## config.mk

```make
export PLATFORM = sky130hd
export DESIGN_NAME = cpu_debug_display
export DESIGN_NICKNAME = d
export VERILOG_FILES = /design/src/rtl/cpu_debug_display.sv
export SDC_FILE = /design/constraint.sdc
export NUM_CORES = 1
export LEC_CHECK = 0
export ABC_AREA = 1
export BUFFER_PORTS_ARGS = -buffer_cell sky130_fd_sc_hd__buf_4
export CAP_MARGIN = 0
export CORE_AREA = 10 10 199 201
export DETAILED_ROUTE_END_ITERATION = 6
export DIE_AREA = 0 0 209 211
export PLACE_DENSITY = 0.46
export SLEW_MARGIN = 20
export SYNTH_ARGS = -nofsm -noshare
export SYNTH_HDL_FRONTEND = slang
export SYNTH_SLANG_ARGS = --single-unit
```

## constraint.sdc

```tcl
create_clock -name clk -period 5.1 [get_ports clk]
set_clock_uncertainty 0.2 [all_clocks]
set_input_delay 1.02 -clock clk [delete_from_list [all_inputs] [get_ports clk]]
set_output_delay 1.02 -clock clk [all_outputs]
set_load 0.02 [all_outputs]
```

## src/rtl/cpu_debug_display.sv

```systemverilog
// cpu_debug_display
//   Debug display controller for the single-cycle RISC-V board top.
//   Picks one probe channel, converts its low DISP_BITS bits to BCD with a
//   sequential shift-add-3 engine, scans the decimal result onto a
//   multiplexed seven-segment display, and generates the core clock-enable
//   for free-run / single-step operation.
//
// Ports
//   clk        system clock, rising edge
//   rst        asynchronous reset, active low
//   probe_bus  NUM_CH channels of CH_W bits, channel k at [k*CH_W +: CH_W]
//   sel        channel select (out-of-range selects channel 0)
//   freeze     hold the displayed value (blocks new conversion requests)
//   run_mode   1 = free-run, 0 = single-step
//   step_btn   asynchronous step request (level)
//   cpu_en     core clock-enable
//   an         digit anodes, active-low one-hot, bit 0 = least-significant digit
//   seg        segments {g,f,e,d,c,b,a}, active low
//   busy       conversion in progress
//
// Conversion FSM
//   state  | meaning
//   S_IDLE | waiting for a pending request
//   S_LOAD | snapshot selected channel, clear working BCD
//   S_CONV | one add-3 / shift iteration per cycle, DISP_BITS iterations
//   S_DONE | publish working BCD to the display register
module cpu_debug_display #(
  parameter int NUM_CH      = 16,
  parameter int CH_W        = 32,
  parameter int DISP_BITS   = 13,
  parameter int DIGITS      = 4,
  parameter int REFRESH_DIV = 100000,
  parameter int SEL_W       = (NUM_CH > 1) ? $clog2(NUM_CH) : 1
) (
  input  logic                   clk,
  input  logic                   rst,
  input  logic [NUM_CH*CH_W-1:0] probe_bus,
  input  logic [SEL_W-1:0]       sel,
  input  logic                   freeze,
  input  logic                   run_mode,
  input  logic                   step_btn,
  output logic                   cpu_en,
  output logic [DIGITS-1:0]      an,
  output logic [6:0]             seg,
  output logic                   busy
);

  localparam int BCD_W  = 4 * DIGITS;
  localparam int ITER_W = $clog2(DISP_BITS);
  localparam int REF_W  = $clog2(REFRESH_DIV);
  localparam int IDX_W  = (DIGITS > 1) ? $clog2(DIGITS) : 1;

  typedef enum logic [1:0] {S_IDLE, S_LOAD, S_CONV, S_DONE} state_t;

  state_t               state;
  logic                 pend;
  logic [SEL_W-1:0]     sel_q;
  logic                 sel_vld;
  logic [DISP_BITS-1:0] snap;
  logic [BCD_W-1:0]     bcd;
  logic [BCD_W-1:0]     bcd_adj;
  logic [BCD_W-1:0]     disp;
  logic [ITER_W-1:0]    iter;

  logic [REF_W-1:0]     refresh_cnt;
  logic [IDX_W-1:0]     idx;
  logic                 refresh_wrap;
  logic                 frame_wrap;
  logic [3:0]           cur_nib;

  logic                 step_s1, step_s2, step_s3;

  logic [DISP_BITS-1:0] ch_low;
  logic                 sel_chg;
  logic                 trig;

  // Only the low DISP_BITS of each channel are ever displayed.
  logic unused_probe;
  assign unused_probe = ^probe_bus;

  // Channel mux; any select without a matching channel falls back to channel 0.
  always_comb begin
    ch_low = probe_bus[0 +: DISP_BITS];
    for (int k = 0; k < NUM_CH; k++) begin
      if (int'(sel) == k) ch_low = probe_bus[k*CH_W +: DISP_BITS];
    end
  end

  // Add 3 to every nibble that is 5 or more, ahead of the left shift.
  always_comb begin
    bcd_adj = bcd;
    for (int i = 0; i < DIGITS; i++) begin
      if (bcd[4*i +: 4] >= 4'd5) bcd_adj[4*i +: 4] = bcd[4*i +: 4] + 4'd3;
    end
  end

  function automatic logic [6:0] hex7(input logic [3:0] d);
    logic [6:0] on;  // active-high {g,f,e,d,c,b,a}
    case (d)
      4'h0: on = 7'h3F;  4'h1: on = 7'h06;  4'h2: on = 7'h5B;  4'h3: on = 7'h4F;
      4'h4: on = 7'h66;  4'h5: on = 7'h6D;  4'h6: on = 7'h7D;  4'h7: on = 7'h07;
      4'h8: on = 7'h7F;  4'h9: on = 7'h6F;  4'hA: on = 7'h77;  4'hB: on = 7'h7C;
      4'hC: on = 7'h39;  4'hD: on = 7'h5E;  4'hE: on = 7'h79;  default: on = 7'h71;
    endcase
    return ~on;
  endfunction

  assign refresh_wrap = (refresh_cnt == REF_W'(REFRESH_DIV - 1));
  assign frame_wrap   = refresh_wrap && (idx == IDX_W'(DIGITS - 1));

  // sel_q is not meaningful until one clock after reset; the reset-time
  // pending request already covers whatever channel is selected then.
  assign sel_chg = sel_vld && (sel != sel_q);
  assign trig    = (sel_chg || frame_wrap) && !freeze;

  always_ff @(posedge clk or negedge rst) begin
    if (!rst) begin
      state   <= S_IDLE;
      pend    <= 1'b1;
      sel_q   <= '0;
      sel_vld <= 1'b0;
      snap    <= '0;
      bcd     <= '0;
      disp    <= '0;
      iter    <= '0;
      busy    <= 1'b0;
    end else begin
      sel_q   <= sel;
      sel_vld <= 1'b1;
      // A new trigger wins over the IDLE consume so no request is lost.
      pend    <= trig || (pend && (state != S_IDLE));
      case (state)
        S_IDLE: if (pend) state <= S_LOAD;
        S_LOAD: begin
          snap  <= ch_low;
          bcd   <= '0;
          iter  <= '0;
          busy  <= 1'b1;
          state <= S_CONV;
        end
        S_CONV: begin
          bcd  <= {bcd_adj[BCD_W-2:0], snap[DISP_BITS-1]};
          snap <= {snap[DISP_BITS-2:0], 1'b0};
          if (iter == ITER_W'(DISP_BITS - 1)) state <= S_DONE;
          else                                  iter  <= iter + 1'b1;
        end
        S_DONE: begin
          disp  <= bcd;
          busy  <= 1'b0;
          state <= S_IDLE;
        end
        default: state <= S_IDLE;
      endcase
    end
  end

  assign cur_nib = disp[{idx, 2'b00} +: 4];

  // an and seg are both registered from the same idx so they never disagree.
  always_ff @(posedge clk or negedge rst) begin
    if (!rst) begin
      refresh_cnt <= '0;
      idx         <= '0;
      an          <= '1;
      seg         <= '1;
    end else begin
      an  <= ~(DIGITS'(1) << idx);
      seg <= hex7(cur_nib);
      if (refresh_wrap) begin
        refresh_cnt <= '0;
        idx         <= (idx == IDX_W'(DIGITS - 1)) ? '0 : idx + 1'b1;
      end else begin
        refresh_cnt <= refresh_cnt + 1'b1;
      end
    end
  end

  always_ff @(posedge clk or negedge rst) begin
    if (!rst) begin
      step_s1 <= 1'b0;
      step_s2 <= 1'b0;
      step_s3 <= 1'b0;
      cpu_en  <= 1'b0;
    end else begin
      step_s1 <= step_btn;
      step_s2 <= step_s1;
      step_s3 <= step_s2;
      cpu_en  <= run_mode || (step_s2 && !step_s3);
    end
  end

endmodule

```

[After elaboration in Yosys (flattened, before gate mapping)]
Memories as Yosys holds them, arrays and structs flattened.
Cells that the tools add are included.
Storage, ports and cells
  register bits after elaboration: 92
  memory bits (read-only): 112
  input bits: 521
  output and inout port bits: 13
  logic and storage cells: 103
  memories kept: 1
Operators by class
  $add $sub $neg: 7
  order comparisons: 4
  equality and inequality tests: 25
  shift-type cells: 2
  mux-type cells: 29
  bitwise logic cells: 2
  reduce and logical (&&, ||, !) cells: 16
Memories
  (no name shown): depth 16, width 7, read ports 1, clocked after Yosys merged registers in 0, write ports 0, line 99  | case (d)
Operators by type and width (count)
  two-way mux 13 bit: 15
  equality test 4 bit (second input constant): 9
  one-hot mux 16 bit (2 select lines): 1
  one-hot mux 13 bit (2 select lines): 1
  adder 17 x 1 -> 17 bit (second input constant): 1
  equality test 17 bit (second input constant): 1
  two-way mux 17 bit: 1
  equality test 4 x 3 -> 1 bit (second input constant): 4
  >= comparator 4 x 3 -> 1 bit (second input constant): 4
  two-way mux 4 bit: 4
  variable part select 16 x 5 -> 4 bit: 1
  adder 4 x 2 -> 4 bit (second input constant): 3
  equality test 4 x 2 -> 1 bit (second input constant): 2
  one-hot mux 2 bit (4 select lines): 1
  one-hot mux 4 bit (2 select lines): 1
  NOT 7 bit: 1
  equality test 2 bit (second input constant): 3
  two-way mux 2 bit: 3
  inequality test 2 bit (second input constant): 3
  nonzero test 2 bit: 3
  logical AND 1 bit: 5
  adder 4 x 1 -> 4 bit (second input constant): 1
  equality test 4 x 1 -> 1 bit (second input constant): 1
  inequality test 4 bit: 1
  other kinds (11): 15

[Depth between registers and ports, before layout]
Gate-level depths: netlist of run 1.
  depth after elaboration: 17
  depth in mapped cells: 23
  mapped depth without buffers: 23

[Least setup slack after synthesis of run 1]
Ideal clock, no wire load.
  path kind: in2reg
  start: in sel[2]
  end: reg snap[12]
  setup time: 116 ps
  data arrival time: 2436 ps
  data required time: 4784 ps
  slack: 2347 ps
  stages on the path: 19
  path buffers: 1
  cell sequence: nor2_1 nand2_2 buf_6 nand2_1 nand3_1 nand2_1 nand3_1 o211ai_1 nand2_1 nand2_1 nand2_1 nand3_1 nand3_1 a21oi_1 nor2_1 o21bai_1 nand2_1 nand2_1 nand2_1
On the way
  cells in the longest elaborated chain, start to end: 17
  elaborated cells on any way between the ends: 31
  those cells by class: eq/ne (15); mux (16)
Ends and longest elaborated chain
  start: declaration: line 38  | input logic [SEL_W-1:0] sel,
  equality test 4 x 2 -> 1 bit: line 85  | if (int'(sel) == k) ch_low = probe_bus[k*CH_W +: DISP_BITS];
  two-way mux 13 bit (14 in series): line 85
  two-way mux 13 bit (*): line 85
  one-hot mux 13 bit (2 select lines) (*): line 132  | case (state)
  end signal: assignment: line 135  | snap <= ch_low;
  end signal: assignment: line 143  | snap <= {snap[DISP_BITS-2:0], 1'b0};
  end: declaration: line 59  | logic [DISP_BITS-1:0] snap;
Mark *: on every way between the ends. The rest lies on a longest branch, timed or not.
A chain may end at the register's enable or synchronous reset.

[Worst setup path in the final report of run 1]
  start: in sel[1]
  end: reg snap[0]
The elaborated chain is that of the path after synthesis.

==> results of run 1 <==
## power groups by stage
| stage | combinational (mW) | clock [mW] | sequential [mW] |
|---|---|---|---|
| 6_report | 1.15 | 0.797 | 0.961 |
| 5_1_grt | 1.33 | 0.857 | 0.979 |
| 4_1_cts | 1.18 | 0.828 | 0.963 |
| 3_5_place_dp | 1.17 | 0 | 0.977 |
| 3_3_place_gp | 1.16 | 0 | 0.975 |
| 2_1_floorplan | 0.750 | 0 | 0.981 |
## final cells by class
type	count	area, sq um	share of cell area
antenna	1	2.502	0.0002663
clock buffer	9	225.2	0.02397
clock inverter	7	130.1	0.01385
inverter	180	680.7	0.07244
multi-input combinational	744	3700	0.3937
sequential	92	2317	0.2466
tap	461	576.8	0.06138
timing repair buffer	235	1764	0.1877
## cells in the mapped netlist, types with 3 or more instances
| master | number | area, sq um |
|---|---|---|
| nand2_1 | 263 | 987.2 |
| inv_1 | 163 | 611.8 |
| nor2_1 | 104 | 390.4 |
| o21ai_0 | 84 | 420.4 |
| dfrtp_1 | 80 | 2002 |
| nand3_1 | 75 | 375.4 |
| a21oi_1 | 69 | 345.3 |
| ha_1 | 24 | 300.3 |
| o22ai_1 | 21 | 131.4 |
| or2_2 | 21 | 131.4 |
| clkbuf_1 | 20 | 75.07 |
| inv_2 | 13 | 48.80 |
| dfstp_2 | 12 | 315.3 |
| xor2_1 | 10 | 87.58 |
| o21ai_1 | 9 | 45.04 |
| nand2_2 | 7 | 43.79 |
| nor3_1 | 7 | 35.03 |
| or2_0 | 7 | 43.79 |
| buf_2 | 6 | 30.03 |
| clkbuf_8 | 6 | 82.58 |
| nor2_4 | 5 | 56.30 |
| nor2_2 | 4 | 25.02 |
| nor4_1 | 4 | 25.02 |
| a32oi_1 | 3 | 26.28 |
| o211ai_1 | 3 | 22.52 |
| o32ai_1 | 3 | 26.28 |
## registers in the layout, indices dropped and copies added (netlist names), 2 cells and up
register	cells
an	4
bcd	16
disp	16
idx	2
iter	4
refresh_cnt	17
seg	7
sel_q	4
snap	13
state	2
## layer usage
metal | track usage | wire (um)
met3 | 0.05145 | 2615
met1 | 0.1557 | 12720
met4 | 0.01985 | 219
met5 | 0 | 27
met2 | 0.1923 | 12120
## worst max-delay path, cell delays in order
cell	delay, ps
buf_4	150
inv_2	70
nor2_2	50
nand2_2	320
inv_2	180
a21oi_1	350
o21ai_1	120
nand3_1	90
nand3_1	90
nand2_1	90
nand2_1	60
nand2_1	110
nand3_1	90
nand3_1	110
nand3_1	160
nand3_1	120
nand2_1	110
nand2_1	80
nand2_1	60
nand2_1	100
nand2_1	50
## worst paths after layout
| check | startpoint | endpoint | slack (ps) | depth (start not counted) |
|---|---|---|---|---|
| hold reg to reg | step_s1$_DFF_PN0_ | step_s2$_DFF_PN0_ | 150 | 0 |
| setup / recovery | sel[1] | snap[0]$_DFFE_PN0P_ | 1530 | 21 |
| hold / removal | step_s1$_DFF_PN0_ | step_s2$_DFF_PN0_ | 150 | 0 |
| max in group asynchronous | rst | snap[2]$_DFFE_PN0P_ | 3240 | 2 |
| setup reg to reg | state[0]$_DFFE_PN0P_ | bcd[7]$_DFFE_PN0P_ | 2530 | 7 |
| min in group asynchronous | rst | step_s2$_DFF_PN0_ | 550 | 1 |
## cell families after synthesis
group / share of synthesized area
buf+inv: 0.1312
other cells: 0.0005417
mux: 0.001446
simple gates: 0.3128
compound gates: 0.1619
xor+xnor: 0.01392
flops: 0.3347
fa+ha+maj: 0.04338
==> metrics.md, run 1 <==
| Metric | Value |
|---|---|
| Commonest non-fill, non-tap cells in the layout | nand2_1, buf_4, inv_1 |
| DRT antenna net count | 0 |
| Yosys cell types | between 40 and 50 |
| Routed vias | about 7.2k |
| Status | finished clean |
| Drc violations | 0 |
| Pin count of the biggest net entering global routing | 64 |
| TritonRoute pass-1 iters | 5 |
| Non-Filler Instances | 1729 |
| Required @ worst endpoint | approximately 5100 ps |
| CTS tree | yes |
| Warnings, synthesis | 0 |
| Fmax | ~280 MHz |
| Fillers | 4032 |
| Synth Instances | between 1k and 1.5k |
| Async S/R FF share, synth | 1.000 |
| Starting Density | 0.1956 |
| DP Cell Count | between 1.5k and 2k |
| Seq pwr share | 0.330 |
| Setup crit start kind | primary input |
| Vias in the first global route | approximately 7.3k |
| Max_slew headroom | 0.4561 |
| Die Ht | between 200 and 250 um |
| Iter 0 DRT Violations | between 300 and 400 |
| GRT Util Overall | 0.1225 |
| Clock buffer depth | 2 |
| Pwr/cell area | 309.4 nW/um^2 |
| Crit path max fanout | 17 |
| Crit path DAT | around 3600 ps |
| H-tree levels | 3 |
| Max capacitance violation total | 0 |
| Syn_area_per_cell | 6.581 sq um |
| Die width | ~210 um |
| Post-Route WL | around 28 mm |
| Num CTS Buffers | 9 |
| Post-Place Worst Slack | about 1200 ps |
| Int Power | around 1.8 mW |
| Routability congestion estimate | 0.9116 |
| Port-buffer cells | between 200 and 250 |
| Syn Nets | around 1.6k |
| Resized cells post-CTS | 0 |
| Total I/O pin count | roughly 530 |
| Commonest non-fill, non-tap cell in the layout | nand2_1 |
| Leakage | 4.679 nW |
| Synth Register Bits | 92 |
| Wire length of the first global-routing pass | between 40 and 50 mm |
| Worst hold slack | around 150 ps |
| Final setup vio count | 0 |
| Final max-slew violation count | 0 |
| Final Hold Viols | 0 |
| Clock power frac | 0.274 |
| DP Area | between 9000 and 10000 sq um |
| Root buf cell | clkbuf_16 |
| Post-layout util | 0.2655 |
| Comb pwr share | 0.395 |
| Area of the die | between 40000 and 50000 sq um |
| Setup TNS | 0 ps |
| Row Count | just under 70 |
| Wire length per cell | about 16 um |
| RSZ-0062 raised after global routing | false |
| Hold Path Class | flip-flop to flip-flop |
| Post-synthesis sequential area ratio | 0.3347 |
| Via-per-instance ratio | ~4.2 |
| Main synth FF type | dfrtp_1 |
| Final period util | 0.6990 |
| Final WS setup | about 1500 ps |
| Nets | approximately 1.8k |
| Core footprint | around 35000 sq um |
| Setup Crit Path Kind | primary input to flip-flop |
| Switching power | 1.078 mW |
| CP Capture Type | flip-flop |
| Total power | 2.907 mW |
| Peak supply drop | around 0.21 mV |
| Clk_lat worst skew | approximately 350 ps |
| Congestion Overflow GR | 0 |
| Final HPWL DP | approximately 23 mm |
| Clock Pin Slew Worst Setup and Hold Paths | roughly 70 ps |
| Clock Sinks | 92 |
| Slew of the pin with the lowest slew margin | ~810 ps |
| Fraction of layout instances using a drive strength above 1 | 0.2526 |
| Design area | ~9400 sq um |
| Hold buffer count at CTS | 0 |
| Area Overhead vs Synth | 35.73% |
| Post-Syn Area | slightly below 7000 sq um |
| Sw Share | 0.3707 |
| EDFF count, synth | 0 |
| Initial antenna violation count | 3 |
| Postcts setup bufs | 0 |
| Fin crit period | 3565 ps |
(Power assumes the default switching activity.)
==> run 2, diff against run 1 <==
==> constraint.sdc (replaced) <==
create_clock -name clk -period 3.6 [get_ports clk]
set_clock_uncertainty 0.2 [all_clocks]
set_input_delay 0.72 -clock clk [delete_from_list [all_inputs] [get_ports clk]]
set_output_delay 0.72 -clock clk [all_outputs]
set_load 0.02 [all_outputs]
==> run 2 against run 1 <==
  * Power is 40% higher
  * Clock power up 32%
  * Die area stayed put
  * Combinational power increased by 44%
  * Design area grew 1.1%
  * Core utilization up 0.28 points
  * Non-clock buffer count up 13
  * Largest power group unchanged
==> metrics.md, run 2 (same netlist as run 1, synthesis figures left out) <==
| Metric | Value |
|---|---|
| Status | finished clean (unchanged) |
| Postcts setup bufs | 0 (unchanged) |
| H-tree levels | 3 (unchanged) |
| Crit path max fanout | 17 (unchanged) |
| Resized cells post-CTS | 0 (unchanged) |
| Fraction of layout instances using a drive strength above 1 | 0.2594 (was 0.2526) |
| Final max-slew violation count | 0 (unchanged) |
| Max FFs per register | 17 (unchanged) |
| Final Hold Viols | 0 (unchanged) |
| Top Registers | refresh_cnt: 17 flops, bcd: 16 flops, disp: 16 flops (unchanged) |
| Area of the die | 44100 sq um (unchanged) |
| Nets | 1820 (was 1807) |
| Leakage | 4.746 nW (was 4.679 nW) |
| Setup crit start kind | primary input (unchanged) |
| Initial antenna violation count | 4 (was 3) |
| Most frequent CP cell | nand2_1 (unchanged) |
| Root buf cell | clkbuf_16 (unchanged) |
| Fin crit period | 2998 ps |
| CP Capture Type | flip-flop (unchanged) |
| Crit. Startpoint | sel[0] (was sel[1]) |
| CP cell instances | buf_4 -> nand2_2 -> nor2_8 -> inv_4 -> or2_0 -> nand3_1 -> nand3_1 -> nand2_1 -> nand2_1 -> nand2_1 -> nand3_1 -> nand3_1 -> nand3_1 -> nand3_1 -> nand2_1 -> nand2_1 -> nand2_1 -> nand2_1 -> nand2_1 (was buf_4 -> inv_2 -> nor2_2 -> nand2_2 -> inv_2 -> a21oi_1 -> o21ai_1 -> nand3_1 -> nand3_1 -> nand2_1 -> nand2_1 -> nand2_1 -> nand3_1 -> nand3_1 -> nand3_1 -> nand3_1 -> nand2_1 -> nand2_1 -> nand2_1 -> nand2_1 -> nand2_1) |
| Port-buffer cells | 229 (unchanged) |
| Clock buffer depth | 2 (unchanged) |
| Pwr/cell area | 428.6 nW/um^2 (was 309.4 nW/um^2) |
| CTS tree | yes (unchanged) |
| Post-Place Worst Slack | 254.6 ps (was 1193 ps) |
| Register area | 2317 sq um (unchanged) |
| Commonest non-fill, non-tap cell in the layout | nand2_1 (unchanged) |
| Fmax | 333.6 MHz |
| Peak supply drop | 0.2282 mV (was 0.2095 mV) |
| Commonest non-fill, non-tap cells in the layout | nand2_1, buf_4, inv_1 (unchanged) |
| GRT Util Overall | 0.1222 (was 0.1225) |
| Clock Sinks | 92 (unchanged) |
| Total I/O pin count | 534 (unchanged) |
| Wire length of the first global-routing pass | 42.39 mm (was 42.48 mm) |
| Slew of the pin with the lowest slew margin | 1020 ps (was 812.8 ps) |
| Routed vias | 7191 (was 7198) |
| Worst Hold Launch | step_s1$_DFF_PN0_ (unchanged) |
| Setup TNS | 0 ps (unchanged) |
| Row Count | 69 (unchanged) |
| Iter 0 DRT Violations | 435 (was 355) |
| Drc violations | 0 (unchanged) |
| Final setup vio count | 0 (unchanged) |
| Pin count of the biggest net entering global routing | 53 (was 64) |
| Vias in the first global route | 7447 (was 7333) |
| Final period util | 0.8328 |
| Num CTS Buffers | 9 (unchanged) |
| RSZ-0062 raised after global routing | false (unchanged) |
| Die width | 209 um (unchanged) |
| Post-Route WL | 27.70 mm (about the same) |
| DRT antenna net count | 0 (unchanged) |
| Worst path bufs/invs | 2 (was 3) |
| Final HPWL DP | 22.98 mm (was 22.95 mm) |
| Hold buffer count at CTS | 0 (unchanged) |
| Cell family with most CP delay | simple AND/OR/NAND/NOR gates (unchanged) |
| TritonRoute pass-1 iters | 5 (unchanged) |
| Final WS setup | 602.0 ps (was 1535 ps) |
| Worst hold slack | 158.5 ps (was 149.7 ps) |
| Required @ worst endpoint | 3640 ps (was 5140 ps) |
| Setup Crit Path Kind | primary input to flip-flop (unchanged) |
| Starting Density | 0.1956 (unchanged) |
| Max_slew headroom | 0.3201 (was 0.4561) |
| Clk_lat worst skew | 350 ps (about the same) |
| Area Overhead vs Synth | 37.18% (was 35.73%) |
| Max capacitance violation total | 0 (unchanged) |
| Clock Pin Slew Worst Setup and Hold Paths | 70 ps (about the same) |
| Congestion Overflow GR | 0 (unchanged) |
| Reg-to-reg startpoint | idx[0]$_DFFE_PN0N_ (was state[0]$_DFFE_PN0P_) |
| Footprint of the multi-input gates | 3697 sq um (was 3700 sq um) |
| Die Ht | 211 um (unchanged) |
| CP max-delay cell | nor2_8 (was a21oi_1) |
| Via-per-instance ratio | 4.126 (was 4.163) |
| Routability congestion estimate | 0.9417 (was 0.9116) |
| Fillers | 3984 (was 4032) |
| Core footprint | 35400 sq um (unchanged) |
| CP peak stage delay | 260 ps (was 350 ps) |
| Reg with most FFs | refresh_cnt (unchanged) |
| Wire length per cell | 15.89 um (was 16.02 um) |
| Hold Path Class | flip-flop to flip-flop (unchanged) |
| Crit path DAT | 3030 ps (was 3610 ps) |
-- run 2: cell count changes in the layout (fill, tap and decap cells not counted) --
cell and delta:
buf_4 +11, buf_12 +2, clkinv_4 +1, inv_8 -2
diode_2 +1, bufinv_16 -1, ha_2 -1, clkinv_2 +1
clkinv_8 +1, ha_1 +1
-- run 2: final cells by class --
type,instances,share of cell area
antenna,2,0.0005270
clock buffer,9,0.02372
clock inverter,7,0.01133
inverter,180,0.07167
multi-input combinational,744,0.3893
sequential,92,0.2440
tap,461,0.06074
timing repair buffer,248,0.1987
-- run 2: power breakdown --
part / leakage, nW / switching (mW) / internal (mW)
clock: 0.163 / 0.430 / 0.619
combinational: 3.42 / 1.02 / 0.641
sequential: 1.16 / 0.0933 / 1.27
-- run 2: through the flow --
step / area [sq um] / std cells / util / total power [mW]
2_1_floorplan: 6923 / 1052 / - / 2.453
3_3_place_gp: 9159 / 1725 / 0.2587 / 3.039
3_5_place_dp: 9159 / 1725 / 0.2587 / 3.057
4_1_cts: 9492 / 1741 / 0.2682 / 4.146
5_1_grt: 9494 / 1742 / 0.2682 / 4.440
6_report: 9497 / 1743 / 0.2683 / 4.070
-- run 2: final timing paths --
check,endpoint,slack (ps),cells past startpoint
setup / recovery,snap[0]$_DFFE_PN0P_,600,19
setup reg to reg,seg[2]$_DFF_PN1_,1140,7
hold / removal,step_s2$_DFF_PN0_,160,0
hold reg to reg,step_s2$_DFF_PN0_,160,0
min in group asynchronous,step_s1$_DFF_PN0_,210,1
max in group asynchronous,snap[10]$_DFFE_PN0P_,2320,2
-- run 2: per-layer routing --
metal / routed length (um) / track usage
met1: 13020 / 0.1573
met2: 11740 / 0.1871
met3: 2464 / 0.04879
met4: 451 / 0.02903
met5: 27 / 0
